File: src/rtl/cc_pkg.sv
// Shared types and helpers for the condition-code unit.
package cc_pkg;

  // One flag set; exactly one of n/z/p is set in any valid state.
  typedef struct packed {
    logic n;
    logic z;
    logic p;
  } nzp_t;

  localparam nzp_t CC_RESET = 3'b010;
  localparam nzp_t CC_NONE  = 3'b000;

  // Widest bus nzp_of can classify; callers zero-extend narrower buses.
  localparam int unsigned CC_BUS_MAX = 64;

  // Classify a bus value of the given width as negative, zero or positive.
  function automatic nzp_t nzp_of(input logic [CC_BUS_MAX-1:0] bus,
                                  input int unsigned width);
    logic [CC_BUS_MAX-1:0] shifted;
    nzp_t r;
    shifted = bus >> (width - 1);
    r = CC_NONE;
    if (shifted[0]) begin
      r.n = 1'b1;
    end else if (bus == '0) begin
      r.z = 1'b1;
    end else begin
      r.p = 1'b1;
    end
    return r;
  endfunction

  // Branch enable: any condition bit requested by the instruction is set.
  function automatic logic ben_of(input logic [2:0] mask, input nzp_t cc);
    return |(mask & cc);
  endfunction

endpackage

File: src/rtl/cc_stack.sv
// LIFO of flag sets used for interrupt entry / RTI save-restore.
// Push and pop are self-protecting: a push when full or a pop when empty
// does nothing to the stack and is reported on overflow/underflow.
module cc_stack
  import cc_pkg::*;
#(
  parameter int unsigned DEPTH = 4
) (
  input  logic clk,
  input  logic rst_n,
  input  logic push,
  input  logic pop,
  input  nzp_t din,
  output nzp_t dout,
  output logic full,
  output logic empty,
  output logic overflow,
  output logic underflow
);

  localparam int unsigned CW = $clog2(DEPTH + 1);
  localparam int unsigned IW = (DEPTH > 1) ? $clog2(DEPTH) : 1;

  logic [CW-1:0] count;
  nzp_t          mem [DEPTH];
  logic [IW-1:0] wr_idx;
  logic [IW-1:0] rd_idx;
  logic          push_only;
  logic          pop_only;

  // Status decode and index generation from the registered count.
  always_comb begin
    full      = (count == CW'(DEPTH));
    empty     = (count == '0);
    overflow  = push & full;
    underflow = pop & empty;
    push_only = push & ~full & ~pop;
    pop_only  = pop & ~empty & ~push;
    wr_idx    = IW'(count);
    rd_idx    = IW'(count - CW'(1));
    dout      = empty ? CC_RESET : mem[rd_idx];
  end

  // Occupancy counter; reset discards every stacked entry.
  always_ff @(posedge clk or negedge rst_n) begin
    if (!rst_n) begin
      count <= '0;
    end else if (push_only) begin
      count <= count + CW'(1);
    end else if (pop_only) begin
      count <= count - CW'(1);
    end
  end

  // Entry storage; contents are meaningless while not counted.
  always_ff @(posedge clk) begin
    if (push_only) begin
      mem[wr_idx] <= din;
    end
  end

endmodule

File: src/rtl/cc_unit.sv
// Multi-context condition-code unit: per-context N/Z/P flags, registered
// branch enable, and a shared save/restore stack with sticky error flag.
module cc_unit
  import cc_pkg::*;
#(
  parameter int unsigned WIDTH       = 16,
  parameter int unsigned NUM_CTX     = 4,
  parameter int unsigned STACK_DEPTH = 4
) (
  input  logic                       Clk,
  input  logic                       Reset_n,
  input  logic [WIDTH-1:0]           Global_Bus,
  input  logic                       LD_CC,
  input  logic [$clog2(NUM_CTX)-1:0] Ctx_Sel,
  input  logic [2:0]                 IR_NZP,
  input  logic                       LD_BEN,
  input  logic                       Save_CC,
  input  logic                       Restore_CC,
  input  logic                       Clr_Err,
  output logic                       N,
  output logic                       Z,
  output logic                       P,
  output logic                       BEN,
  output logic                       Stack_Full,
  output logic                       Stack_Empty,
  output logic                       Stack_Err
);

  localparam int unsigned SW = $clog2(NUM_CTX);

  nzp_t ctx [NUM_CTX];
  nzp_t cur_cc;
  nzp_t load_cc;
  nzp_t top_cc;
  nzp_t ctx_wdata;
  logic ctx_ok;
  logic ctx_we;
  logic save_req;
  logic restore_req;
  logic collide;
  logic push;
  logic pop;
  logic restore_hit;
  logic overflow;
  logic underflow;
  logic err_set;

  // A selector beyond NUM_CTX can only occur when NUM_CTX is not a power of 2.
  if (NUM_CTX == (2 ** SW)) begin : g_sel_full
    assign ctx_ok = 1'b1;
  end else begin : g_sel_part
    assign ctx_ok = (Ctx_Sel < SW'(NUM_CTX));
  end

  // Request decode: Save+Restore together cancel each other and only flag an error.
  always_comb begin
    save_req    = Save_CC & ctx_ok;
    restore_req = Restore_CC & ctx_ok;
    collide     = save_req & restore_req;
    push        = save_req & ~restore_req;
    pop         = restore_req & ~save_req;
    restore_hit = pop & ~Stack_Empty;
    err_set     = collide | overflow | underflow;
  end

  // Selected context read and the next value to write into it.
  always_comb begin
    cur_cc    = ctx_ok ? ctx[Ctx_Sel] : CC_NONE;
    load_cc   = nzp_of(CC_BUS_MAX'(Global_Bus), WIDTH);
    ctx_we    = ctx_ok & (restore_hit | LD_CC);
    ctx_wdata = restore_hit ? top_cc : load_cc;
    N         = cur_cc.n;
    Z         = cur_cc.z;
    P         = cur_cc.p;
  end

  cc_stack #(
    .DEPTH (STACK_DEPTH)
  ) u_stack (
    .clk       (Clk),
    .rst_n     (Reset_n),
    .push      (push),
    .pop       (pop),
    .din       (cur_cc),
    .dout      (top_cc),
    .full      (Stack_Full),
    .empty     (Stack_Empty),
    .overflow  (overflow),
    .underflow (underflow)
  );

  // Context bank: restore takes priority over a same-edge bus load.
  always_ff @(posedge Clk or negedge Reset_n) begin
    if (!Reset_n) begin
      for (int unsigned i = 0; i < NUM_CTX; i++) begin
        ctx[i] <= CC_RESET;
      end
    end else if (ctx_we) begin
      ctx[Ctx_Sel] <= ctx_wdata;
    end
  end

  // Branch enable samples the flags as they were before this edge.
  always_ff @(posedge Clk or negedge Reset_n) begin
    if (!Reset_n) begin
      BEN <= 1'b0;
    end else if (LD_BEN) begin
      BEN <= ben_of(IR_NZP, cur_cc);
    end
  end

  // Sticky stack error; a new error wins over a same-cycle clear.
  always_ff @(posedge Clk or negedge Reset_n) begin
    if (!Reset_n) begin
      Stack_Err <= 1'b0;
    end else if (err_set) begin
      Stack_Err <= 1'b1;
    end else if (Clr_Err) begin
      Stack_Err <= 1'b0;
    end
  end

endmodule

File: config.mk
export PLATFORM = sky130hd
export DESIGN_NAME = cc_unit
export DESIGN_NICKNAME = d
export VERILOG_FILES = /design/src/rtl/cc_pkg.sv /design/src/rtl/cc_stack.sv /design/src/rtl/cc_unit.sv
export SDC_FILE = /design/constraint.sdc
export NUM_CORES = 1
export LEC_CHECK = 0
export BUFFER_PORTS_ARGS = -buffer_cell sky130_fd_sc_hd__buf_2
export CAP_MARGIN = 10
export CORE_ASPECT_RATIO = 1.4
export CORE_MARGIN = 5
export CORE_UTILIZATION = 30
export CTS_CLUSTER_SIZE = 24
export DETAILED_ROUTE_END_ITERATION = 10
export RECOVER_POWER = 100
export SLEW_MARGIN = 25
export SYNTH_ARGS = -nofsm -noshare
export SYNTH_HDL_FRONTEND = slang
export SYNTH_SLANG_ARGS = --single-unit
File: constraint.sdc
create_clock -name Clk -period 3.9 [get_ports Clk]
set_input_delay 0.78 -clock Clk [delete_from_list [all_inputs] [get_ports Clk]]
set_output_delay 0.78 -clock Clk [all_outputs]
set_load 0.01 [all_outputs]
**After elaboration in Yosys (flattened, before gate mapping)**

Memories as Yosys holds them, arrays and structs flattened.
Index checks and enable logic that the tools add are counted.

- Add/subtract/negate cells: 2
- $lt $le $gt $ge: 2
- Equality and inequality tests: 1
- Multiplexer cells: 18
- Bitwise gates (word level): 20
- Reduce and logical (&&, ||, !) cells: 6

Operators by type and width:

| operator | count |
|---|---|
| 2-to-1 mux 3 bit | 7 |
| zero test 16 bit | 1 |
| bitwise mux 12 bit | 1 |
| bitwise AND 1 bit | 9 |
| 2-to-1 mux 1 bit | 7 |
| binary-select mux 3 bit (select 2 bit) | 1 |
| demux 3 bit (select 2 bit) | 1 |
| inverter 1 bit | 6 |
| nonzero test 2 bit | 2 |
| adder 3 x 1 -> 3 bit (second input constant) | 1 |
| bitwise AND 3 bit | 1 |
| equality test 3 bit (second input constant) | 1 |
| >= comparator 3 bit (second input constant) | 1 |
| zero test 3 bit | 1 |
| less-than comparator 3 x 1 -> 1 bit (second input constant) | 1 |
| inverter 2 -> 3 bit | 1 |
| bitwise OR 1 bit | 3 |
| OR reduction 3 bit | 1 |
| subtractor 3 x 1 -> 3 bit (second input constant) | 1 |
| 2-to-1 mux 2 bit | 1 |
| logical AND 1 bit | 1 |

- Bits in registers: 17
- RAM bits: 12
- Input bits: 28
- Logic and storage cells: 65
- Memories: 1

Memories:

| memory | words | bits a word | rd ports | clocked after Yosys merged registers in | wr ports | RTL line | source |
|---|---|---|---|---|---|---|---|
| u_stack.mem | 4 | 3 | 1 | 0 | 1 | cc_stack.sv:25 | `nzp_t mem [DEPTH];` |

**Logic depth before layout (Yosys ltp)**

- Depth in word-level cells: 6
- Mapped depth: 8
- Gate-level depth less buffers: 7

**Modules after synthesis**

From an unflattened synthesis, not the netlist that was laid out.

- Cell total of the unflattened synthesis: 131
- Area total of the unflattened synthesis: 1529.0 um^2

By module, submodules not included:

| module | times used | cells each | area an instance (um^2) | seq. area each (um^2) |
|---|---|---|---|---|
| cc_stack | 1 | 62 | 812.0 | 435.4 |
| cc_unit | 1 | 69 | 716.9 | 355.3 |

**Worst setup path before layout**

No wires, ideal clock.

- Kind: input-to-output
- From: in Ctx_Sel[0]
- To: out Z
- Arrival: 1.441 ns
- Data required time: 3.120 ns
- Path slack: 1.679 ns
- Stages on the path: 2
- Path buffers: 1
- Path through: buf_6 > mux4_2

- Cells in the longest elaborated chain, start to end: 4

Ends and longest elaborated chain:

| what | RTL line | source |
|---|---|---|
| start: declaration | cc_unit.sv:14 | `input logic [$clog2(NUM_CTX)-1:0] Ctx_Sel,` |
| inverter 2 -> 3 bit (implied by the code) | cc_unit.sv:68 | `cur_cc = ctx_ok ? ctx[Ctx_Sel] : CC_NONE;` |
| binary-select mux 3 bit (select 2 bit) | cc_unit.sv:68 |  |
| 2-to-1 mux 3 bit (implied by the code) (2 in a row) | cc_unit.sv:68 |  |
| end: declaration | cc_unit.sv:21 | `output logic Z,` |

No other way between the ends. The select of a mux whose other input is x is not followed.

**Worst setup path after layout**

- From: in Ctx_Sel[0]
- To: out P

- Cells in the longest elaborated chain, start to end: 4

Ends and longest elaborated chain:

| what | RTL line | source |
|---|---|---|
| inverter 2 -> 3 bit (implied by the code) | cc_unit.sv:68 |  |
| binary-select mux 3 bit (select 2 bit) | cc_unit.sv:68 |  |
| 2-to-1 mux 3 bit (implied by the code) (2 in a row) | cc_unit.sv:68 |  |
| end: declaration | cc_unit.sv:22 | `output logic P,` |

No other way between the ends. The select of a mux whose other input is x is not followed.

==> flow_results.org <==
** Clock tree
- Clock root buffer :: clkbuf_8
- Counting along the longest clock path gives a buffer depth of 2.
- Once the clock tree was built, the setup fixing pass inserted 0 buffers.
- For the worst-skew pair, the clock arrives at the later sink with an insertion delay of 0.27 ns.
- CTS-repair resized insts :: 0
- The clock tree synthesis step divided the H-tree into 2 levels.
- TritonCTS clock tree :: yes
- In this run, post-CTS hold repair placed 0 buffers.
- TritonCTS Sinks :: 29
- After clock tree synthesis, the clock-pin slew on the worst setup and hold paths is 0.06 ns.
- CTS buffer count :: 5

** Yosys
- Share of the yosys chip area belonging to registers :: 0.548
- Top-area cell type share of the netlist area :: 0.250
- The number of nets handed over by synthesis was 130.
- The synthesized design spends more area on one cell type than any other, namely edfxtp_1.
- Number of unique standard cell types used by synthesis :: 31
- In this run, synthesis produced a sequential element count of 29.
- For this run, the number of Yosys warnings is 0.
- Cell types with the largest area share after synthesis :: edfxtp_1 (25%), dfrtp_1 (23%), mux2_2 (10%)
- The mapped netlist covers 1440 um2.
- Counting every instance in the synthesized netlist gives 97.
- Average cell area after synthesis :: about 15 um2

** Drt
- Routed wire per std cell :: 14.3 um
- In the routed design, unresolved DRC markers number 0.
- The routed layout has 947 vias.
- Routed WL :: 2860 um
- Via/cell ratio :: 4.74
- Number of detailed-route iterations in the first pass :: 4
- For this block, the initial DRC count from the detailed router was 52.
- The detail route stage leaves a number of antenna-violating nets equal to 0.

** Finish
- Post-route cell area :: 1740 um2
- Most frequent cells in the layout :: buf_2 (25), dfrtp_1 (13), mux2_2 (13)
- Fill cell instance count of the final layout :: 477
- The count of cells in the finished layout, fillers not included, comes to 200.
- Of the cells placed in the final design, the portion with a size suffix greater than 1 is 0.404.
- Antenna Diode Count :: 0
- Once layout is complete, the utilization of the core stands at 0.365.
- Area taken by flip-flops and latches :: 791 um2
- Summing all multi-input logic gate instances after layout gives around 600 um2.
- From synthesis to final layout, the design area changed by 20.5%.
- Nets@finish :: 168
- Most frequent standard cell in the layout excluding fill and tap cells :: buf_2

** Min path
- Hold wc startpoint :: ctx[2]
- Worst hold path depth :: 1
- Worst-case hold path end point :: ctx[2]
- The worst hold path belongs to the class register to register.

** STA
- Share of the cycle needed by the critical path after routing :: 0.675
- Setup repair after global routing left no endpoint under its margin.
- The worst pin sits at a relative slew slack of 0.345.
- Based on the critical path, the design can be clocked at up to 0.380 GHz.
- At the pin with the least slew margin, the transition time is 0.982 ns.
- The smallest clock period supported by the final layout is computed as 2.63 ns.
- The hold violation total from the final report was 0.
- Setup total negative slack on the finished layout was measured at 0 ns.
- Setup violations remaining at the end of the flow were counted as 0.
- The max-slew violation count came to 0.
- Worst clock skew :: approximately 0.0052 ns

** Setup path
- Setup slack on the worst reg-to-reg path comes out at 1.56 ns.
- Data on the critical path arrives at its endpoint at roughly 1.9 ns.
- For the worst setup path, the data required time is between 3 and 4 ns.
- R2r startpoint :: u_stack.count[0]
- R2R cell count :: 5
- Setup Crit Path Kind :: input port to output pin
- The endpoint identified for the worst register-to-register timing path is u_stack.mem[3][2].
- STA classifies the critical path startpoint as an input port.
- Kind of capture point of the worst setup path :: output pin
- Critical-path maximum fanout :: 7

** Die
- Standard-cell row count :: 30
- Starting utilization of the core area :: 0.303
- In this run the count of I/O pins placed on the die edge is 35.
- Die outline area :: 6320 um2
- Y dimension of the die :: around 90 um
- The die is 68.6 um wide.
- Core ar. :: 4770 um2

** Global routing
- The total overflow left after global routing is 0.
- Number of global-route vias before repair :: about 960
- Largest net degree at the start of global routing :: 18
- For met2 alone, demand over resource in global routing was 0.171.
- Met1 track demand over resource in global routing :: 0.0996
- The number of antenna violations at the first check in global routing was 0.
- For met3 alone, demand over resource in global routing was 0.0294.
- After global routing, the most crowded layer is met2.
- For this run, the total global-route usage over all layers was measured as 0.0962.
- The first global-routing pass estimated about 4400 um of wire.

** Power
- The completed layout was analyzed and its total power is 1140 uW.
- Largest vdd supply drop :: approximately 310 uV
- Standby leakage power :: approximately 0.00070 uW
- Power spread over the standard cell area amounts to 658 nW/um2.

** Placed design
- Once placement completed, the tool counted placed cells totaling 192.
- Cell area reported after detailed placement :: ~1700 um2
- Detailed Place HPWL :: 2320 um
- In this run the tool buffered the top-level ports with 34 buffer cells.
- Routability congestion estimate from global placement :: 0.707

** Run
- Max-cap violations in this run came to 0.

** Status
- The flow ran to the end, and the final reports show no timing, DRC or antenna violations.
metrics by stage:
stage | hold slack [ns] | setup slack (ns)
6_report | 0.503 | 1.27
5_1_grt | 0.524 | 1.19
4_1_cts | 0.444 | 1.40
3_5_place_dp | 0.496 | 1.40
3_3_place_gp | 0.480 | 1.41
2_1_floorplan | 0.460 | 1.68
registers in the layout, indices dropped and copies added (netlist names):
| signal | count |
|---|---|
| ctx | 12 |
| Stack_Err | 1 |
| u_stack.mem | 12 |
| BEN | 1 |
| u_stack.count | 3 |
Yosys cell counts (all sizes together):
master / instances
nor4: 4
inv: 4
edfxtp: 12
mux4: 6
a21oi: 1
mux2i: 1
nand4: 2
o31ai: 1
a221o: 1
and3: 1
a22o: 1
nor2: 4
nand2: 2
nor3: 1
nand2b: 1
a222oi: 1
nor3b: 2
and2: 5
dfstp: 4
nor2b: 1
xnor2: 2
or3: 1
buf: 3
a32oi: 1
mux2: 14
o21ai: 1
ha: 5
dfrtp: 13
a31oi: 2
power breakdown:
part / switching [uW] / total, uW / internal, uW / leakage, uW
Combinational: 175 / 360 / 185 / 0.000341
Clock: 107 / 297 / 189 / 0.0000552
Sequential: 54.7 / 488 / 433 / 0.000304
metal layers:
layer / vias to the layer above / part of all wire / routed length (um)
li1: 447 / - / -
met1: 460 / 0.37 / 1060
met2: 36 / 0.52 / 1490
met3: 4 / 0.090 / 257
met4: 0 / 0.015 / 42
met5: - / 0 / 0
area by class of cell:
| type | count | area share |
|---|---|---|
| flip-flops and latches | 29 | 0.455 |
| multi-input cells | 61 | 0.337 |
| repair buffers | 34 | 0.0914 |
| well taps | 64 | 0.0460 |
| clock buffers | 6 | 0.0417 |
| clock inverters | 2 | 0.0201 |
| inverters | 4 | 0.00863 |
cell families after synthesis:
family,after synthesis,synth area share
xor+xnor,2,0.0121
flops,29,0.548
buf+inv,7,0.0338
simple gates,24,0.0996
compound gates,9,0.0511
fa+ha+maj,5,0.0433
mux,21,0.212
how the worst max path moves through the flow:
stage,depth (start not counted),start,end,slack [ns]
floorplan,2,Ctx_Sel[0],Z,1.68
global placement,3,Ctx_Sel[0],P,1.41
detailed placement,3,Ctx_Sel[0],P,1.40
CTS,3,Ctx_Sel[0],P,1.40
global route,3,Ctx_Sel[0],P,1.19
finish,3,Ctx_Sel[0],P,1.27
worst max-delay path, stage by stage:
cell	delay, ns
clkbuf_1	0.29
mux4_2	0.63
clkbuf_1	0.16
Power figures use the tool's default switching activity.
